==> config.mk <==
export PLATFORM = sky130hd
export DESIGN_NAME = mips_mem_arbiter
export DESIGN_NICKNAME = d
export VERILOG_FILES = /design/src/rtl/mips_bus_pkg.sv /design/src/rtl/mips_bus_watchdog.sv /design/src/rtl/mips_mem_arbiter.sv
export SDC_FILE = /design/constraint.sdc
export NUM_CORES = 1
export LEC_CHECK = 0
export ABC_AREA = 1
export CAP_MARGIN = 0
export CORE_MARGIN = 3
export CORE_UTILIZATION = 36
export DETAILED_ROUTE_END_ITERATION = 8
export GPL_ROUTABILITY_DRIVEN = 0
export PLACE_DENSITY = 0.9
export SYNTH_ARGS = -nofsm -noshare
export SYNTH_HDL_FRONTEND = slang
export SYNTH_SLANG_ARGS = --single-unit
export TNS_END_PERCENT = 20
==> constraint.sdc <==
create_clock -name clk -period 6.1 [get_ports clk]
set_input_delay 1.22 -clock clk [delete_from_list [all_inputs] [get_ports clk]]
set_output_delay 1.22 -clock clk [all_outputs]
set_load 0.01 [all_outputs]
==> src/rtl/mips_bus_pkg.sv <==
// Shared types and constants for the MIPS memory-bus arbiter.
package mips_bus_pkg;

  typedef enum logic [1:0] {
    IDLE,
    GRANT_I,
    GRANT_D
  } arb_state_t;

  localparam logic [31:0] BUS_ABORT_DATA = 32'hDEADBEEF;
  localparam logic [3:0]  FETCH_BE       = 4'hF;

  typedef struct packed {
    logic [31:0] addr;
    logic        rd;
    logic        wr;
    logic [3:0]  be;
    logic [31:0] wdata;
  } avalon_req_t;

endpackage

==> src/rtl/mips_bus_watchdog.sv <==
// Saturating stall counter; flags expiry once TIMEOUT_CYCLES stalled cycles have been seen.
module mips_bus_watchdog #(
  parameter int unsigned TIMEOUT_CYCLES = 64
) (
  input  logic clk,
  input  logic rst,
  input  logic en,
  input  logic clr,
  input  logic stall,
  output logic expired
);

  localparam int unsigned   CW    = $clog2(TIMEOUT_CYCLES + 1);
  localparam logic [CW-1:0] LIMIT = CW'(TIMEOUT_CYCLES);

  logic [CW-1:0] count;

  always_ff @(posedge clk or posedge rst) begin
    if (rst) begin
      count <= '0;
    end else if (clr) begin
      count <= '0;
    end else if (en && stall && (count != LIMIT)) begin
      count <= count + 1'b1;
    end
  end

  assign expired = (count == LIMIT);

endmodule

==> src/rtl/mips_mem_arbiter.sv <==
// Two-port (fetch / load-store) arbiter onto one Avalon-style memory port, with stall watchdog.
module mips_mem_arbiter
  import mips_bus_pkg::*;
#(
  parameter int unsigned TIMEOUT_CYCLES = 64,
  parameter int unsigned D_PRIORITY     = 1
) (
  input  logic        clk,
  input  logic        rst,
  input  logic [31:0] i_address,
  input  logic        i_read,
  output logic [31:0] i_readdata,
  output logic        i_waitrequest,
  input  logic [31:0] d_address,
  input  logic        d_read,
  input  logic        d_write,
  input  logic [3:0]  d_byteenable,
  input  logic [31:0] d_writedata,
  output logic [31:0] d_readdata,
  output logic        d_waitrequest,
  output logic [31:0] m_address,
  output logic        m_read,
  output logic        m_write,
  output logic [3:0]  m_byteenable,
  output logic [31:0] m_writedata,
  input  logic [31:0] m_readdata,
  input  logic        m_waitrequest,
  output logic        bus_error
);

  arb_state_t  state, next_state, last_grant;
  avalon_req_t m_req, i_req_s, d_req_s;
  logic        i_req, d_req, d_wins;
  logic        grant_i, grant_d, done, abort, expired;

  assign i_req = i_read;
  assign d_req = d_read | d_write;

  // With only two requesters both priority settings reduce to strict alternation on conflict.
  assign d_wins = (D_PRIORITY != 0) ? (last_grant != GRANT_D) : (last_grant == GRANT_I);

  assign i_req_s = '{addr: i_address, rd: 1'b1, wr: 1'b0, be: FETCH_BE, wdata: '0};
  assign d_req_s = '{addr: d_address, rd: d_read & ~d_write, wr: d_write,
                     be: d_byteenable, wdata: d_writedata};

  always_comb begin
    next_state    = state;
    i_waitrequest = 1'b1;
    d_waitrequest = 1'b1;
    i_readdata    = '0;
    d_readdata    = '0;
    grant_i       = 1'b0;
    grant_d       = 1'b0;
    done          = 1'b0;
    abort         = 1'b0;
    case (state)
      IDLE: begin
        if (d_req && (!i_req || d_wins)) begin
          grant_d    = 1'b1;
          next_state = GRANT_D;
        end else if (i_req) begin
          grant_i    = 1'b1;
          next_state = GRANT_I;
        end
      end
      GRANT_I: begin
        if (expired || !m_waitrequest) begin
          i_waitrequest = 1'b0;
          i_readdata    = expired ? BUS_ABORT_DATA : m_readdata;
          done          = 1'b1;
          abort         = expired;
          next_state    = IDLE;
        end
      end
      GRANT_D: begin
        if (expired || !m_waitrequest) begin
          d_waitrequest = 1'b0;
          d_readdata    = expired ? BUS_ABORT_DATA : m_readdata;
          done          = 1'b1;
          abort         = expired;
          next_state    = IDLE;
        end
      end
      default: next_state = IDLE;
    endcase
  end

  always_ff @(posedge clk or posedge rst) begin
    if (rst) begin
      state      <= IDLE;
      last_grant <= GRANT_I;
      m_req      <= '0;
      bus_error  <= 1'b0;
    end else begin
      state <= next_state;
      if (grant_i) begin
        m_req <= i_req_s;
      end else if (grant_d) begin
        m_req <= d_req_s;
      end else if (done) begin
        m_req.rd <= 1'b0;
        m_req.wr <= 1'b0;
      end
      if (done) begin
        last_grant <= state;
      end
      if ((grant_d && d_read && d_write) || abort) begin
        bus_error <= 1'b1;
      end
    end
  end

  assign m_address    = m_req.addr;
  assign m_read       = m_req.rd;
  assign m_write      = m_req.wr;
  assign m_byteenable = m_req.be;
  assign m_writedata  = m_req.wdata;

  mips_bus_watchdog #(
    .TIMEOUT_CYCLES(TIMEOUT_CYCLES)
  ) u_watchdog (
    .clk    (clk),
    .rst    (rst),
    .en     (state != IDLE),
    .clr    (grant_i | grant_d),
    .stall  (m_waitrequest),
    .expired(expired)
  );

endmodule
==> results.md, run 1 <==
* CP peak stage delay at 0.73 ns
* # rows at 38
* Final WL at around 14000 um
* Post-route ant nets at 0
* Top cells by area, synth: dfrtp_1 (49%), nand2_1 (18%), nand3_1 (11%), a21oi_1 (5.9%), inv_1 (4.6%)
* Switch Pwr at 1.140 mW
* Max Slew Vio Count at 0
* CORE AREA at 0.01108 mm^2
* CP Cell Sequence: inv_1 -> ha_1 -> inv_1 -> nor2_1 -> nand3_2 -> nand2_2 -> nand2_2 -> a21oi_1 -> clkdlybuf4s50_1
* Syn Nets at 696
* Die Width at 113.5 um
* Total clock sinks at just over 80
* Setup tns final at 0 ns
* Leak Pwr at about 3.4 nW
* Min Tclk post-route at approximately 4.6 ns
* Reg2reg end: m_address[18]
* Multi-input combinational cell area at approximately 0.0018 mm^2
* Post-CTS Setup Inserts at 0
* Die footprint at 0.01289 mm^2
* Initial antenna violation count at 0
* Crit-path max FO at between 50 and 60
* Slack of the worst reg-to-reg path at between 3 and 4 ns
* Clk pwr share at 0.188
* Hold Crit Endpoint: m_writedata[17]
* Yosys Warn Count at 0
* Netlist cell types at 25
* PostCTS Resize Cnt at 0
* Grt ovf at 0
* Largest net degree at the start of global routing at between 60 and 70
* H-tree lvl count at 3
* Hold Vio Cnt, Final at 0
* HP Start: m_writedata[17]
* Worst path depth at 9
* Worst R2R Start: state[0]
* Least-Margin Pin Slew at between 1 and 1.5 ns
* Worst Path Arrival at 3.43 ns
* IO Count at 275
* Nature of the critical path endpoint: primary output
* N_diodes at 0
* Crit share post-route at 0.7615
* Combinational share of power at 0.503
* Clock Latency Late Sink at 0.33 ns
* Root buf cell: clkbuf_16
* Worst IR drop on VDD at 227.0 uV
* Fillcell total at 898
* Area delta synth->final at 74.60%
* Drt pass-1 iters at 4
* Residual DRC at 0
* Count of final setup violators at 0
* Bufs and invs on worst path at 3
* Yosys reg bits at 82
* Global-route wire length before repair at 22350 um
* All-Layer GR Usage at 0.2177
* Status: finished clean
* Die Ht at roughly 110 um
* # hold bufs at CTS at 0
* Crit-path leading delay family: simple AND/OR/NAND/NOR gates
* Synth top area share at 0.4869
* Worst min path class: reg -> reg
* Clk slew on worst S/H paths at ~0.07 ns
* Clock Path Buffers at 2
* Seq pwr share at 0.308
* Vias in the first global route at 4491
* Wire length per cell at 15.02 um
* Max Cap Viol at 0
* Crit path launch type: flip-flop
* Iteration-0 DRC Markers at 252
* Setup Skew at ~0.0088 ns
* CP Class: reg -> out
* Pwr Total at 2.975 mW
* Total CTS buffers at 9
* Via count at roughly 4700
* Port Buffers at 274
* Sequential share of the synthesized area at 0.4932
* Syn Area/Cell at 7.528 um^2
* WHS Path Cells at 2
* Sw Ratio at 0.3833
* Worst Reg-to-Reg Cells at 8
* Required @ worst endpoint at 4.88 ns
* CTS tree: built
* PwrDens at between 400 and 500 mW/mm^2
* Cell count after synthesis at ~550
* Register area at 0.002053 mm^2
* Power Internal at 1.835 mW
* Max Fclk at between 0.2 and 0.25 GHz
* Mapped cell area at approximately 0.0042 mm^2
* Fin nets at 954
* Layout cells sized above 1 at 0.03676
* Post-synth top area cell: dfrtp_1
* Vias/cell at 4.872
* RSZ-0062 raised after global routing: false
* Slowest CP cell: nand3_2
* Slew margin rel. at 0.2639
* Starting density of the core at 0.3758
* DP HPWL at ~11000 um
==> tightest hold or removal path, stage by stage, from the launching register on <==
cell and delay, ns:
dfrtp_1 0.34, nand2_1 0.05, nand2_1 0.04
==> Yosys cell counts, drive strengths merged <==
cell type  count
nand3b         1
clkinv         1
or2            1
xor2           2
a21oi         50
dfrtp         81
dfstp          1
nor2           8
nand4          2
clkbuf         4
ha             5
o21ai          3
buf           28
nor3          16
nand2        208
nand3         91
inv           51
==> power by group through the flow <==
| stage | Combinational, mW | Sequential [mW] | Clock [mW] |
|---|---|---|---|
| final | 1.50 | 0.917 | 0.560 |
| after global routing | 1.64 | 0.947 | 0.590 |
| after detailed placement | 1.51 | 0.918 | 0 |
| after CTS | 1.52 | 0.919 | 0.571 |
| after floorplan | 0.626 | 1.01 | 0 |
| after global placement | 1.49 | 0.909 | 0 |
==> flip-flops by register name, summed over array words and instances, names as in the netlist <==
register,flops
last_grant,2
m_byteenable,4
state,2
u_watchdog.count,7
bus_error,1
m_write,1
m_address,32
m_read,1
m_writedata,32
==> cells in the final DEF (no fill, tap or decap), types with 2 or more instances in the layout <==
cell and instances:
a21oi_1 49, buf_4 5, clkbuf_16 9, clkdlybuf4s50_1 274
clkinv_2 2, dfrtp_1 81, ha_1 5, inv_1 50
inv_6 2, nand2_1 205, nand2_2 3, nand3_1 90
nand4_1 2, nor2_1 7, nor3_1 16, o21ai_0 2
xor2_1 2
==> metrics by stage <==
| stage | worst slack (ns) | hold WS (ns) | cell area [um^2] | utilization | std cells |
|---|---|---|---|---|---|
| floorplan | 2.773 | 0.4538 | 4163 | - | 553 |
| global placement | 1.904 | 0.4509 | 6958 | 0.6281 | 940 |
| finish | 1.455 | 0.4695 | 7268 | 0.6561 | 956 |
| global route | 1.074 | 0.4867 | 7268 | 0.6561 | 956 |
| detailed placement | 1.806 | 0.4584 | 6958 | 0.6281 | 940 |
| CTS | 1.435 | 0.4738 | 7268 | 0.6561 | 956 |
==> kinds of logic after synthesis <==
kind of cell / after synthesis / synth area share
compound gates: 53 / 0.06553
buf+inv: 84 / 0.08746
flops: 82 / 0.4932
xor+xnor: 2 / 0.004209
simple gates: 327 / 0.3345
fa+ha+maj: 5 / 0.01503
==> cell type report <==
cell class,instances,share of cell area
clock buffer,10,0.03288
clock inverter,6,0.009812
inverter,52,0.02703
multi-input combinational,387,0.2412
sequential,82,0.2825
tap,140,0.02410
timing repair buffer,279,0.3825
==> how the worst max path moves through the flow <==
stage	from	to	slack, ns
floorplan	rst	bus_error	2.77
global placement	m_waitrequest	i_readdata[9]	1.90
detailed placement	u_watchdog.count[0]	d_readdata[26]	1.81
CTS	u_watchdog.count[0]	d_readdata[26]	1.43
global route	u_watchdog.count[0]	d_readdata[26]	1.07
finish	u_watchdog.count[0]	d_readdata[26]	1.45
==> routing by layer <==
layer  track usage  share of wire  vias to the layer above
met5             0              0                        -
met4       0.07772          0.022                        0
met3       0.07268          0.092                       18
met2        0.3958           0.52                      201
met1        0.2347           0.37                     2167
li1              -              -                     2272
Note: power is estimated with default switching activity, not from simulation.
==> inputs of run 2 (changes only) <==
==> constraint.sdc (replaced) <==
create_clock -name clk -period 4.35 [get_ports clk]
set_input_delay 0.87 -clock clk [delete_from_list [all_inputs] [get_ports clk]]
set_output_delay 0.87 -clock clk [all_outputs]
set_load 0.01 [all_outputs]
==> run 2 against run 1 <==
Against the previous run: total power rose by 39%; worst hold slack about the same; routed wire length decreased by 2.2%; highest routed layer unchanged; non-clock buffer count increased by 2; largest power group unchanged.
==> results.md, run 2 (synthesis results as in run 1) <==
* Routed wl met2 at 7336 um (-0.88%)
* Register area at 0.002053 mm^2 (unchanged)
* N_diodes at 0 (unchanged)
* Final WL at 14040 um (-2.2%)
* Count of final setup violators at 0 (unchanged)
* Initial antenna violation count at 0 (unchanged)
* Max Fclk at 0.2832 GHz
* Largest net degree at the start of global routing at 79 (+22%)
* Via count at 4709 (+1.1%)
* Hold Crit Endpoint: m_writedata[30]
* Nature of the critical path endpoint: primary output
* Setup tns final at 0 ns (unchanged)
* Reg2reg end: m_byteenable[0]
* Fin nets at 956 (+0.21%)
* Clock Latency Late Sink at 0.33 ns (about the same)
* Met1 WL at 5038 um (-5.2%)
* Vias/cell at 4.921 (+0.99%)
* Grt ovf at 0 (unchanged)
* IO Count at 275 (unchanged)
* Min Tclk post-route at between 3 and 4 ns
* Area delta synth->final at 75.02%
* Post-route ant nets at 0 (unchanged)
* Crit share post-route at 0.8118
* Max Slew Vio Count at 0 (unchanged)
* CP peak stage delay at 0.60 ns (-0.13 ns)
* Crit path launch type: input port
* Worst min path class: reg -> reg
* Highest routed layer: met4
* Most common cell after layout, fill and taps aside: clkdlybuf4s50_1
* Total clock sinks at 82 (unchanged)
* Max Cap Viol at 0 (unchanged)
* CTS tree: built
* Post-CTS Setup Inserts at 0 (unchanged)
* # rows at 38 (unchanged)
* CP Class: in -> out
* Bufs and invs on worst path at 2 (-1)
* Starting density of the core at 0.3758 (unchanged)
* Root buf cell: clkbuf_16
* Worst Reg-to-Reg Cells at 8 (unchanged)
* Leak Pwr at 3.391 nW (+0.33%)
* Multi-input combinational cell area at 0.001753 mm^2 (unchanged)
* Crit-path max FO at 25 (-52%)
* Drt pass-1 iters at 4 (unchanged)
* Required @ worst endpoint at 3.48 ns (-1.40 ns)
* Crit-path leading delay family: buffers and inverters
* Least-Margin Pin Slew at 0.7921 ns (-0.3093 ns)
* Total CTS buffers at 9 (unchanged)
* RSZ-0062 raised after global routing: false
* Wire length per cell at 14.67 um (-2.3%)
* Worst R2R Start: state[0]
* Die Ht at 113.5 um (unchanged)
* All-Layer GR Usage at 0.2115 (-0.006224)
* Setup Skew at 0.01066 ns (+0.001843 ns)
* PwrDens at 569.4 mW/mm^2 (+39%)
* DP HPWL at 10670 um (about the same)
* Slowest CP cell: clkdlybuf4s50_1
* Fillcell total at 907 (+1.0%)
* Hold Vio Cnt, Final at 0 (unchanged)
* Global-route wire length before repair at 21690 um (-3.0%)
* Design area at 0.007286 mm^2 (+0.24%)
* Slack of the worst reg-to-reg path at 1.99 ns (-1.30 ns)
* Cell Area, Placed at 0.006985 mm^2 (+0.40%)
* Die Width at 113.5 um (unchanged)
* HP Start: m_writedata[30]
* Slew margin rel. at 0.4719 (+0.2080)
* Port Buffers at 274 (unchanged)
* Residual DRC at 0 (unchanged)
* Status: finished clean
* H-tree lvl count at 3 (unchanged)
* Vias in the first global route at 4536 (+1.0%)
* CP Cell Sequence: clkdlybuf4s50_1 -> nand2_2 -> nand2_2 -> a21oi_1 -> clkdlybuf4s50_1
* Iteration-0 DRC Markers at 224 (-11%)
* CORE AREA at 0.01108 mm^2 (unchanged)
* Most frequent cells in the layout: clkdlybuf4s50_1 (274), nand2_1 (205), nand3_1 (90)
* Layout cells sized above 1 at 0.03794 (+0.001179)
* PostCTS Resize Cnt at 0 (unchanged)
* Worst IR drop on VDD at 337.4 uV (+49%)
* Die footprint at 0.01289 mm^2 (unchanged)
* # hold bufs at CTS at 0 (unchanged)
* Met3 routed WL at 1405 um (+6.8%)
* Clk slew on worst S/H paths at 0.06 ns (about the same)
* Worst Path Arrival at 2.66 ns (-0.77 ns)
* WHS Path Cells at 2 (unchanged)
* Clock Path Buffers at 2 (unchanged)
[run 2: final cells by class]
type                            instances  share of cell area
Sequential cell                        82              0.2818
Inverter                               52             0.02696
Multi-Input combinational cell        387              0.2406
Clock inverter                          5            0.008415
Clock buffer                           10             0.03280
Timing Repair Buffer                  281              0.3854
Tap cell                              140             0.02404
[run 2: worst reg2reg max path, delay by kind of cell, from the launching register on]
kind | cells | cell delay, ns
adder cells (fa/ha/maj) | 1 | 0.16
buffers and inverters | 4 | 1.00
flip-flops | 1 | 0.40
AND/OR/NAND/NOR | 3 | 0.73
[run 2: through the flow]
stage | hold slack, ns | power, mW | setup WS, ns | utilization | instances
floorplan | 0.4538 | 2.298 | 1.373 | - | 553
global placement | 0.4534 | 3.370 | 0.8880 | 0.6306 | 942
detailed placement | 0.4577 | 3.417 | 0.8242 | 0.6306 | 942
CTS | 0.4732 | 4.201 | 0.8226 | 0.6577 | 957
global route | 0.4922 | 4.425 | 0.6661 | 0.6577 | 957
finish | 0.4698 | 4.149 | 0.8187 | 0.6577 | 957
[run 2: worst max path at each step]
stage,from,to,slack (ns),depth (start not counted)
floorplan,rst,bus_error,1.37,1
global placement,m_waitrequest,d_readdata[7],0.89,5
detailed placement,m_waitrequest,d_readdata[19],0.82,5
global route,u_watchdog.count[0],d_readdata[19],0.67,9
finish,m_waitrequest,d_readdata[19],0.82,5
CTS,m_waitrequest,d_readdata[19],0.82,5
[run 2: metal layers]
metal | GRT usage | up-vias
li1 | - | 2275
met1 | 0.2223 | 2193
met2 | 0.3969 | 220
met3 | 0.06631 | 21
met4 | 0.06971 | 0
met5 | 0 | -
[run 2: power by group]
group	total (mW)	internal, mW	switching (mW)
logic	2.11	1.02	1.09
clock network	0.761	0.461	0.300
registers	1.28	1.10	0.184
